`config.mk`:
```
export PLATFORM = sky130hd
export DESIGN_NAME = qcl_breath_multi
export DESIGN_NICKNAME = d
export VERILOG_FILES = /design/src/rtl/qcl_breath_multi.sv
export SDC_FILE = /design/constraint.sdc
export NUM_CORES = 1
export LEC_CHECK = 0
export ABC_AREA = 1
export CAP_MARGIN = 20
export CORE_UTILIZATION = 45
export DETAILED_ROUTE_END_ITERATION = 7
export GPL_TIMING_DRIVEN = 0
export PLACE_DENSITY = 0.67
export RECOVER_POWER = 50
export SLEW_MARGIN = 15
export SYNTH_ARGS = -nofsm -noshare
export SYNTH_HDL_FRONTEND = slang
export SYNTH_SLANG_ARGS = --single-unit
```
`constraint.sdc`:
```
create_clock -name clk_i -period 28.8 [get_ports clk_i]
set_clock_uncertainty 0.2 [all_clocks]
set_input_delay 2.88 -clock clk_i [delete_from_list [all_inputs] [get_ports clk_i]]
set_output_delay 2.88 -clock clk_i [all_outputs]
set_load 0.005 [all_outputs]
```
`src/rtl/qcl_breath_multi.sv`:
```
// Multi-channel breath toggler: each channel counts enable events and toggles its
// phase level after a programmable number of events per high/low phase.
module qcl_breath_multi #(
  parameter int                  els_p        = 4,
  parameter int                  width_p      = 24,
  parameter logic [width_p-1:0]  hi_default_p = width_p'(10_000_000),
  parameter logic [width_p-1:0]  lo_default_p = hi_default_p,
  localparam int                 ch_w_lp      = (els_p == 1) ? 1 : $clog2(els_p)
) (
  input  logic                clk_i,
  input  logic                reset_i,
  input  logic [els_p-1:0]    en_i,
  input  logic                cfg_v_i,
  input  logic [ch_w_lp-1:0]  cfg_ch_i,
  input  logic [width_p-1:0]  cfg_hi_i,
  input  logic [width_p-1:0]  cfg_lo_i,
  input  logic                cfg_mode_i,
  output logic [els_p-1:0]    o,
  output logic [els_p-1:0]    level_o,
  output logic [els_p-1:0]    edge_o
);

  for (genvar i = 0; i < els_p; i++) begin : g_ch
    logic [width_p-1:0] count_r;
    logic [width_p-1:0] hi_r, lo_r, hi_s, lo_s;
    logic [width_p-1:0] limit;
    logic               level_r, edge_r, mode_r, mode_s, pend_r;
    logic               wr, boundary;

    // Out-of-range channel numbers never match any index, so those writes drop out.
    assign wr       = cfg_v_i && (cfg_ch_i == ch_w_lp'(i));
    assign limit    = level_r ? hi_r : lo_r;
    assign boundary = en_i[i] && (count_r == limit);

    always_ff @(posedge clk_i or posedge reset_i) begin
      if (reset_i) begin
        count_r <= '0;
        level_r <= 1'b0;
        edge_r  <= 1'b0;
        pend_r  <= 1'b0;
        hi_r    <= hi_default_p;
        lo_r    <= lo_default_p;
        mode_r  <= 1'b0;
        hi_s    <= hi_default_p;
        lo_s    <= lo_default_p;
        mode_s  <= 1'b0;
      end else begin
        edge_r <= boundary;
        if (wr) begin
          hi_s   <= cfg_hi_i;
          lo_s   <= cfg_lo_i;
          mode_s <= cfg_mode_i;
        end
        if (boundary) begin
          count_r <= '0;
          level_r <= ~level_r;
          pend_r  <= 1'b0;
          // A write landing on the boundary itself governs the phase that starts now.
          if (wr) begin
            hi_r   <= cfg_hi_i;
            lo_r   <= cfg_lo_i;
            mode_r <= cfg_mode_i;
          end else if (pend_r) begin
            hi_r   <= hi_s;
            lo_r   <= lo_s;
            mode_r <= mode_s;
          end
        end else begin
          if (en_i[i]) count_r <= count_r + width_p'(1);
          if (wr)      pend_r  <= 1'b1;
        end
      end
    end

    assign level_o[i] = level_r;
    assign edge_o[i]  = edge_r;
    assign o[i]       = mode_r ? (edge_r & level_r) : level_r;
  end

endmodule

```
==> impl_metrics.ini, run 1 <==
[timing]
hold_viol = 0
worst_pin_slew_ns = 5.80
finalSetupViolations = 0
tns_ns = 0
rsz0062_at_grt = no
slew_viol_final = 306
hold_slack_ns = 0.262
slew_headroom = -2.87
final.min_clock_period_ns = 14.62
fin_crit_sh = 0.508
max_freq_mhz = 68.4

[placed_design]
gp_congestion = 0.950
placedInstanceArea_um2 = 25700
hpwl_um = 53900
place.port_buffers = 68

[yosys]
seq_area_frac_synth = 0.526
synthFlopType = dfrtp_1
ys_warn_count = 0
ys_seq_elements = 500
async_flop_share = 1.00
syn_area_per_cell_um2 = 7.63
synth_area_um2 = 24100
syn_nets = 3219
syn_inst = 3157
synth.distinct_cells = 33
synth_edf_count = 0

[setup_path]
endpoint = g_ch[2].count_r[6]$_DFFE_PP0P_
cp.depth = 4
r2r-start = g_ch[2].level_r$_DFFE_PP0P_
cp.buffers_inverters = 4
rrSetupSlack_ns = 25.46
crit_family = buffers and inverters
crit_slowest_cell = clkbuf_1
startpoint = reset_i
arrival_ns = 13.73
reg2regPathDepth = 16
critical_path.max_fanout = 109
crit_top_cell = clkbuf_1
r2r-end = g_ch[2].lo_r[0]$_DFFE_PP0P_
crit_type = in -> async
slowest_delay_ns = 4.29
worstSetupEndpointType = async pin
path_cells = dlygate4sd3_1 -> clkinvlp_2 -> clkbuf_1 -> clkbuf_1
required_ns = 27.91
start_kind = primary input

[final_layout]
utilization = 0.520
syn2layout_area_growth_pct = 13.9
layout_commonest_cell = nand2_1
drive_above_1_share = 0.0827
design_area_um2 = 27400
layout_common_cells = nand2_1 (1,301), dfrtp_1 (372), nand3_1 (350)
nets = 3346

[clock_tree]
clk-insertion-delay-late_ns = 0.61
clock_sinks = 500
h-tree-depth = 2
cts_resized = 0
clockRootBuffer = clkbuf_16
cts_setup_buffers = 0
cts_buffers = 53
cts_tree = done
clock_path_buffers = 3
path_clk_slew_ns = 0.06
holdBufCountCts = 0

[drt]
drc = 8
final_antenna_net_count = 0
dr.pass1.iters = 8
vias_per_cell = 5.14
via_count = 20671
wl_per_cell_um = 18.0
wl_um = 72300
drt_first_iter_violations = 1700

[floorplan]
rows = 84
io_pins = 70
initial_core_util = 0.456
die_w_um = 233
die_h_um = 233
core_area_um2 = 52800
dieArea_um2 = 54400

[power_and_ir_drop]
comb_power_share = 0.125
internal-power_mw = 1.26
power.share.clock = 0.399
power_density_nw_per_um2 = 63.5
p_total_mw = 1.74
swShare = 0.278
vdd.ir_drop.worst_mv = 0.0456
p_leak_nw = 14.2
seqPwrFrac = 0.476
switchingPower_mw = 0.485

[global_route]
grt-ovfl-total = 0
antenna_found_initial = 5
grt_start_max_net_pins = 113
grt_pass1_wl_um = 112000
grt_usage = 0.272
grt_pass1_vias = 19685

[hold_path]
hold_depth = 2
hold_path_class = reg -> reg

[status]
failed_checks = design-rule violations, max-capacitance violations, max-slew violations
status = complete, but fails checks

[run]
max_cap_violations = 3
-- per-stage QoR --
| step | std cells | setup WS, ns |
|---|---|---|
| after floorplan | 3157 | 11.97 |
| after global placement | 3913 | 5.83 |
| after detailed placement | 3917 | 22.69 |
| after CTS | 4015 | 23.32 |
| after global routing | 4016 | 11.64 |
| final | 4020 | 14.18 |
-- synthesized netlist by cell type (2+ instances only) --
library cell / n / area, µm²
a21oi_1: 18 / 90.1
buf_2: 39 / 195
buf_4: 22 / 165
buf_6: 3 / 33.8
clkbuf_1: 74 / 278
clkinv_1: 3 / 11.3
dfrtp_1: 372 / 9310
dfstp_2: 128 / 3360
ha_1: 4 / 50.1
inv_1: 245 / 920
inv_2: 2 / 7.51
inv_4: 2 / 12.5
nand2_1: 1301 / 4880
nand3_1: 350 / 1750
nand3b_1: 14 / 105
nand4_1: 26 / 163
nor2_1: 213 / 800
nor2_2: 3 / 18.8
nor3_1: 50 / 250
nor4_1: 2 / 12.5
o211ai_1: 4 / 30.0
o21ai_0: 218 / 1090
o22ai_1: 2 / 12.5
xor2_1: 53 / 464
-- worst min-delay path: cells and delay by family (launching register included) --
kind	cells	cell delay [ns]
DFF	1	0.36
and+or+nand+nor	2	0.09
-- registers in the layout (all words and copies together), names as in the netlist --
name	count
g_ch.count_r	96
g_ch.edge_r	4
g_ch.hi_r	96
g_ch.hi_s	96
g_ch.level_r	4
g_ch.lo_r	96
g_ch.lo_s	96
g_ch.mode_r	4
g_ch.mode_s	4
g_ch.pend_r	4
-- worst min path at each step --
stage,startpoint,endpoint
detailed placement,g_ch[1].lo_r[10]$_DFFE_PP1P_,g_ch[1].lo_r[10]$_DFFE_PP1P_
finish,g_ch[2].hi_r[20]$_DFFE_PP1P_,g_ch[2].hi_r[20]$_DFFE_PP1P_
floorplan,g_ch[3].lo_r[2]$_DFFE_PP0P_,g_ch[3].lo_r[2]$_DFFE_PP0P_
global route,g_ch[1].lo_r[10]$_DFFE_PP1P_,g_ch[1].lo_r[10]$_DFFE_PP1P_
CTS,g_ch[1].lo_r[10]$_DFFE_PP1P_,g_ch[1].lo_r[10]$_DFFE_PP1P_
global placement,g_ch[3].lo_r[7]$_DFFE_PP1P_,g_ch[3].lo_r[7]$_DFFE_PP1P_
-- per-layer routing --
layer | track usage | vias to the layer above | part of all wire
met5 | 0 | - | 0.00015
met4 | 0.0907 | 2 | 0.032
met3 | 0.0710 | 129 | 0.078
met1 | 0.368 | 9760 | 0.44
li1 | - | 10227 | -
met2 | 0.424 | 553 | 0.45
-- power groups by stage --
| stage | registers (mW) | logic (mW) | clock network [mW] |
|---|---|---|---|
| 4_1_cts | 0.828 | 0.219 | 0.705 |
| 3_3_place_gp | 0.838 | 0.213 | 0 |
| 2_1_floorplan | 0.823 | 0.158 | 0 |
| 3_5_place_dp | 0.838 | 0.218 | 0 |
| 5_1_grt | 0.836 | 0.251 | 0.734 |
| 6_report | 0.829 | 0.218 | 0.695 |
-- cell type report --
| cell class | count | area (µm²) |
|---|---|---|
| Fill cell | 5197 | 25300 |
| Clock buffer | 81 | 1570 |
| Clock inverter | 17 | 188 |
| Inverter | 252 | 952 |
| Buffer | 139 | 663 |
| Timing Repair Buffer | 72 | 743 |
| Tap cell | 688 | 861 |
| Antenna cell | 5 | 12.5 |
| Sequential cell | 500 | 12700 |
| Multi-Input combinational cell | 2266 | 9770 |
-- logic make-up after synthesis --
kind of cell,after synthesis,synth area share
compound gates,244,0.0514
xor+xnor,54,0.0196
fa+ha+maj,4,0.00208
buf+inv,391,0.0676
flops,500,0.526
simple gates,1964,0.333
No activity file was read; power rests on OpenSTA's default activity.
==> run 2, diff against run 1 <==
==> constraint.sdc (replaced) <==
create_clock -name clk_i -period 13.45 [get_ports clk_i]
set_clock_uncertainty 0.2 [all_clocks]
set_input_delay 1.345 -clock clk_i [delete_from_list [all_inputs] [get_ports clk_i]]
set_output_delay 1.345 -clock clk_i [all_outputs]
set_load 0.005 [all_outputs]
==> impl_metrics.ini, run 2 (synthesis results as in run 1) <==
[status]
status = complete, but fails checks
failed_checks = design-rule violations, max-capacitance violations, max-slew violations

[timing]
worst_pin_slew_ns = 1.92
tns_ns = 0
final.min_clock_period_ns = 6.84
hold_viol = 0
rsz0062_at_grt = no
slew_viol_final = 422
finalSetupViolations = 0
fin_crit_sh = 0.508
max_freq_mhz = 146
slew_headroom = -0.282

[floorplan]
die_w_um = 233
dieArea_um2 = 54400
io_pins = 70
core_area_um2 = 52800
initial_core_util = 0.456
rows = 84
die_h_um = 233

[setup_path]
rrSetupSlack_ns = 10.17
worstSetupEndpointType = async pin
r2r-start = g_ch[3].level_r$_DFFE_PP0P_
r2r-end = g_ch[3].count_r[15]$_DFFE_PP0P_
arrival_ns = 7.00
required_ns = 13.61
critical_path.max_fanout = 35
start_kind = primary input
reg2regPathDepth = 13
crit_type = in -> async

[hold_path]
min_to = g_ch[3].hi_r[23]$_DFFE_PP1P_
hold_path_class = reg -> reg
hold_depth = 2
min_from = g_ch[3].hi_r[23]$_DFFE_PP1P_

[run]
max_cap_violations = 12

[final_layout]
multiInputGateArea_um2 = 9770
layout_commonest_cell = nand2_1
syn2layout_area_growth_pct = 14.5
regArea_um2 = 12700
fill_cells = 5159
nets = 3358
drive_above_1_share = 0.0862
layout_common_cells = nand2_1 (1,301), dfrtp_1 (372), nand3_1 (350)
utilization = 0.522

[placed_design]
gp_congestion = 0.950
hpwl_um = 54800
place.port_buffers = 68

[drt]
wl_um = 71800
drc = 4
via_count = 20783
drt_first_iter_violations = 1671
wl_per_cell_um = 17.8
dr.pass1.iters = 8
vias_per_cell = 5.16
final_antenna_net_count = 0

[power_and_ir_drop]
p_leak_nw = 14.3
vdd.ir_drop.worst_mv = 0.0916
power_density_nw_per_um2 = 139

[global_route]
grt-ovfl-total = 0
grt_usage = 0.275
grt_pass1_vias = 20434
grt_start_max_net_pins = 37
grt_pass1_wl_um = 115000
antenna_found_initial = 2

[clock_tree]
clk-insertion-delay-late_ns = 0.61
clock_path_buffers = 3
cts_tree = done
cts_setup_buffers = 0
clock_sinks = 500
cts_buffers = 53
cts_resized = 0
h-tree-depth = 2
path_clk_slew_ns = 0.06
holdBufCountCts = 0
clockRootBuffer = clkbuf_16
[run 2: how the worst max path moves through the flow]
stage | from | end | cells past startpoint
after floorplan | reset_i | g_ch[0].count_r[0]$_DFFE_PP0P_ | 1
after global placement | reset_i | g_ch[0].count_r[17]$_DFFE_PP0P_ | 2
after detailed placement | cfg_ch_i[0] | g_ch[1].lo_r[0]$_DFFE_PP0P_ | 10
after CTS | cfg_ch_i[0] | g_ch[1].lo_r[5]$_DFFE_PP0P_ | 10
after global routing | reset_i | g_ch[3].count_r[14]$_DFFE_PP0P_ | 6
final | reset_i | g_ch[3].count_r[0]$_DFFE_PP0P_ | 6
[run 2: per-stage QoR]
step           hold WS [ns]  worst slack, ns  cell area, µm²  std cells  power, mW
5_1_grt               0.286             5.52           27600       4028       3.99
2_1_floorplan         0.234             5.23           24100       3157       2.10
4_1_cts               0.264             9.55           27900       4028       3.86
6_report              0.262             6.61           27600       4030       3.83
3_5_place_dp          0.255             8.92           26000       3929       2.28
3_3_place_gp          0.249             1.98           25600       3913       2.26
[run 2: critical path, cell delays in order]
cell	delay, ns
dlygate4sd3_1	0.54
clkinvlp_2	0.41
clkbuf_1	0.88
clkbuf_1	0.97
clkbuf_1	1.39
clkbuf_1	1.41
[run 2: where the power goes]
group	switching (mW)	internal, mW
logic	0.312	0.158
registers	0.105	1.67
clock network	0.635	0.951
[run 2: final cells by class]
type	instances	share of cell area
Buffer	139	0.0243
Inverter	252	0.0345
Tap cell	688	0.0312
Clock inverter	26	0.0128
Timing Repair Buffer	84	0.0269
Sequential cell	500	0.460
Antenna cell	2	0.000182
Clock buffer	73	0.0557
Multi-Input combinational cell	2266	0.355
[run 2: routing by layer]
metal	global-route usage	routed length (µm)	up-vias
met1	0.382	32100	9844
met4	0.0972	2480	0
li1	-	-	10239
met2	0.436	32600	588
met3	0.0419	4600	112
met5	0	0	-
==> RTL change (config.mk and constraints of run 2) <==
Make the reset (`reset_i`) synchronous in one clocked block.
--- a/src/rtl/qcl_breath_multi.sv
+++ b/src/rtl/qcl_breath_multi.sv
@@ -32,7 +32,7 @@
     assign limit    = level_r ? hi_r : lo_r;
     assign boundary = en_i[i] && (count_r == limit);
 
-    always_ff @(posedge clk_i or posedge reset_i) begin
+    always_ff @(posedge clk_i) begin
       if (reset_i) begin
         count_r <= '0;
         level_r <= 1'b0;
Formal check against the unedited RTL: same outputs for any inputs over 10 cycles, from zero or initial values and one cycle with reset_i high; that may be too few to reach the edited logic, so the function may still have changed.
==> RTL change against run 2 <==
The flow finishes with violations (max-capacitance violations, max-slew violations). Worst setup slack gained 2.0 ns. Sequential cell count unchanged. Synthesized area fell by 0.34%. Via count up 6.5%. Global-route usage fell by 0.62 points. Synthesized cell count increased by 11%. Critical path depth rose by 4. Cell area down 1.2%. Hold slack worse by 0.0028 ns. Routed wire length increased by 1.0%. Cell count grew 7.8%.
Power is not compared: it rests on default switching activity, and its combinational part moved more than twofold at a synthesized area within 25%.
==> RTL change: results (changes against run 2) <==
| Metric | Value |
|---|---|
| Clock-cell share of area | `6.41% (-0.44 points)` |
| Setup WS pre-CTS | `8.65 ns (-0.269 ns)` |
| Largest net degree at the start of global routing | `14 (-62%)` |
| Vias in the first global route | `20800 (+1.7%)` |
| Async set-reset flop share out of synthesis | `0% (-100 points)` |
| FF+latch area | `0.0100 mm² (-21%)` |
| Layout cells sized above 1 | `5.80% (-2.8 points)` |
| Number of non-clock buffers in the layout | `260 (+17%)` |
| Final WL | `72500 µm (+1.0%)` |
| Fillcell total | `5293 (+2.6%)` |
| Register area share after synthesis | `41.7% (-11 points)` |
| Multi-input combinational cell count | `2381 (+5.1%)` |
| Most frequent cells after synthesis | `nand2_1 (1017), dfxtp_1 (500), nor2_1 (456)` |
| Postcts setup bufs | `0 (unchanged)` |
| Synthesis-to-finish area growth | `13.4%` |
| Number of buffers created by CTS | `54 (+1.9%)` |
| First-pass GRT wire length | `112000 µm (-2.1%)` |
| Netlist cell types | `36 (+9.1%)` |
| Total GRT Usage | `26.9% (-0.62 points)` |
| Leakage power | `roughly 12 nW` |
| Layout Nets | `3679 (+9.6%)` |
| Violated checks | `max-capacitance violations, max-slew violations` |
| Post-DP HPWL | `54200 µm (-1.1%)` |
| Initial drt markers | `1769 (+5.9%)` |
| Slew Limit Fails | `16 (-96%)` |
| Vias | `22100 (+6.5%)` |
| DIE AREA | `0.0543 mm² (-0.33%)` |
| Data arrival, critical path | `5.15 ns (-1.85 ns)` |
| Final cell count without fillers | `4343 (+7.8%)` |
| FF-to-FF Start | `g_ch[1].level_r` |
| Largest cells by area after synthesis | `dfxtp_1 (42%), nand2_1 (16%), nor2_1 (7.1%), inv_1 (6.5%), mux2i_1 (5.5%)` |
| NonClk Buf Share | `5.82% (+0.70 points)` |
| Mapped Nets | `3555 (+10%)` |
| Multi-input gate share of total cell area | `42.0% (+6.6 points)` |
| Final Wtd Congestion | `0.941 (-0.95%)` |
| Setup crit start | `cfg_ch_i[1]` |
| Dpl cell area | `0.0255 mm² (-1.6%)` |
| Slew HR | `-27.2% (+1.0 points)` |
| Final-layout clock buffer total | `74 (+1.4%)` |
| Inverter count | `420 (+67%)` |
| Critical Path Max Stage Delay | `1.46 ns (+0.05 ns)` |
| CP top delay family | `simple AND/OR/NAND/NOR gates` |
| Cells after DPL | `4249 (+8.1%)` |
| Critical-path top delay cell | `nor3_1` |
| Mean post-synth cell area | `6.87 µm² (-9.9%)` |
| Worst-path fanout max | `10 (-71%)` |
| 1st-pass router iterations | `6 (-2)` |
| Outcome | `finished with violations` |
| Maxcap violations | `2 (-10)` |
| Min-delay src | `g_ch[3].lo_r[10]` |
==> RTL change: kinds of logic after synthesis <==
logic type	Yosys count	synth area share, %
simple gates	2022	36.0
buf+inv	612	10.5
flops	500	41.7
compound gates	151	3.45
mux	133	5.55
xor+xnor	71	2.59
fa+ha+maj	4	0.209
==> RTL change: final timing paths <==
path / to / slack (ns) / depth (start not counted)
setup / recovery: g_ch[3].hi_r[22] / 8.60 / 10
hold reg to reg: g_ch[3].lo_r[10] / 0.26 / 2
hold / removal: g_ch[3].lo_r[10] / 0.26 / 2
setup reg to reg: g_ch[1].count_r[16] / 10.07 / 14
==> RTL change: worst min-delay path: stages (launching register included) <==
cell	delay, ns
dfxtp_1	0.32
nand2_1	0.05
nand3_1	0.05
==> RTL change: layer usage <==
layer	global-route usage, %	wire length [µm]
met1	37.3	33600
met2	42.5	31700
met3	4.02	5180
met4	8.35	2010
met5	0	0
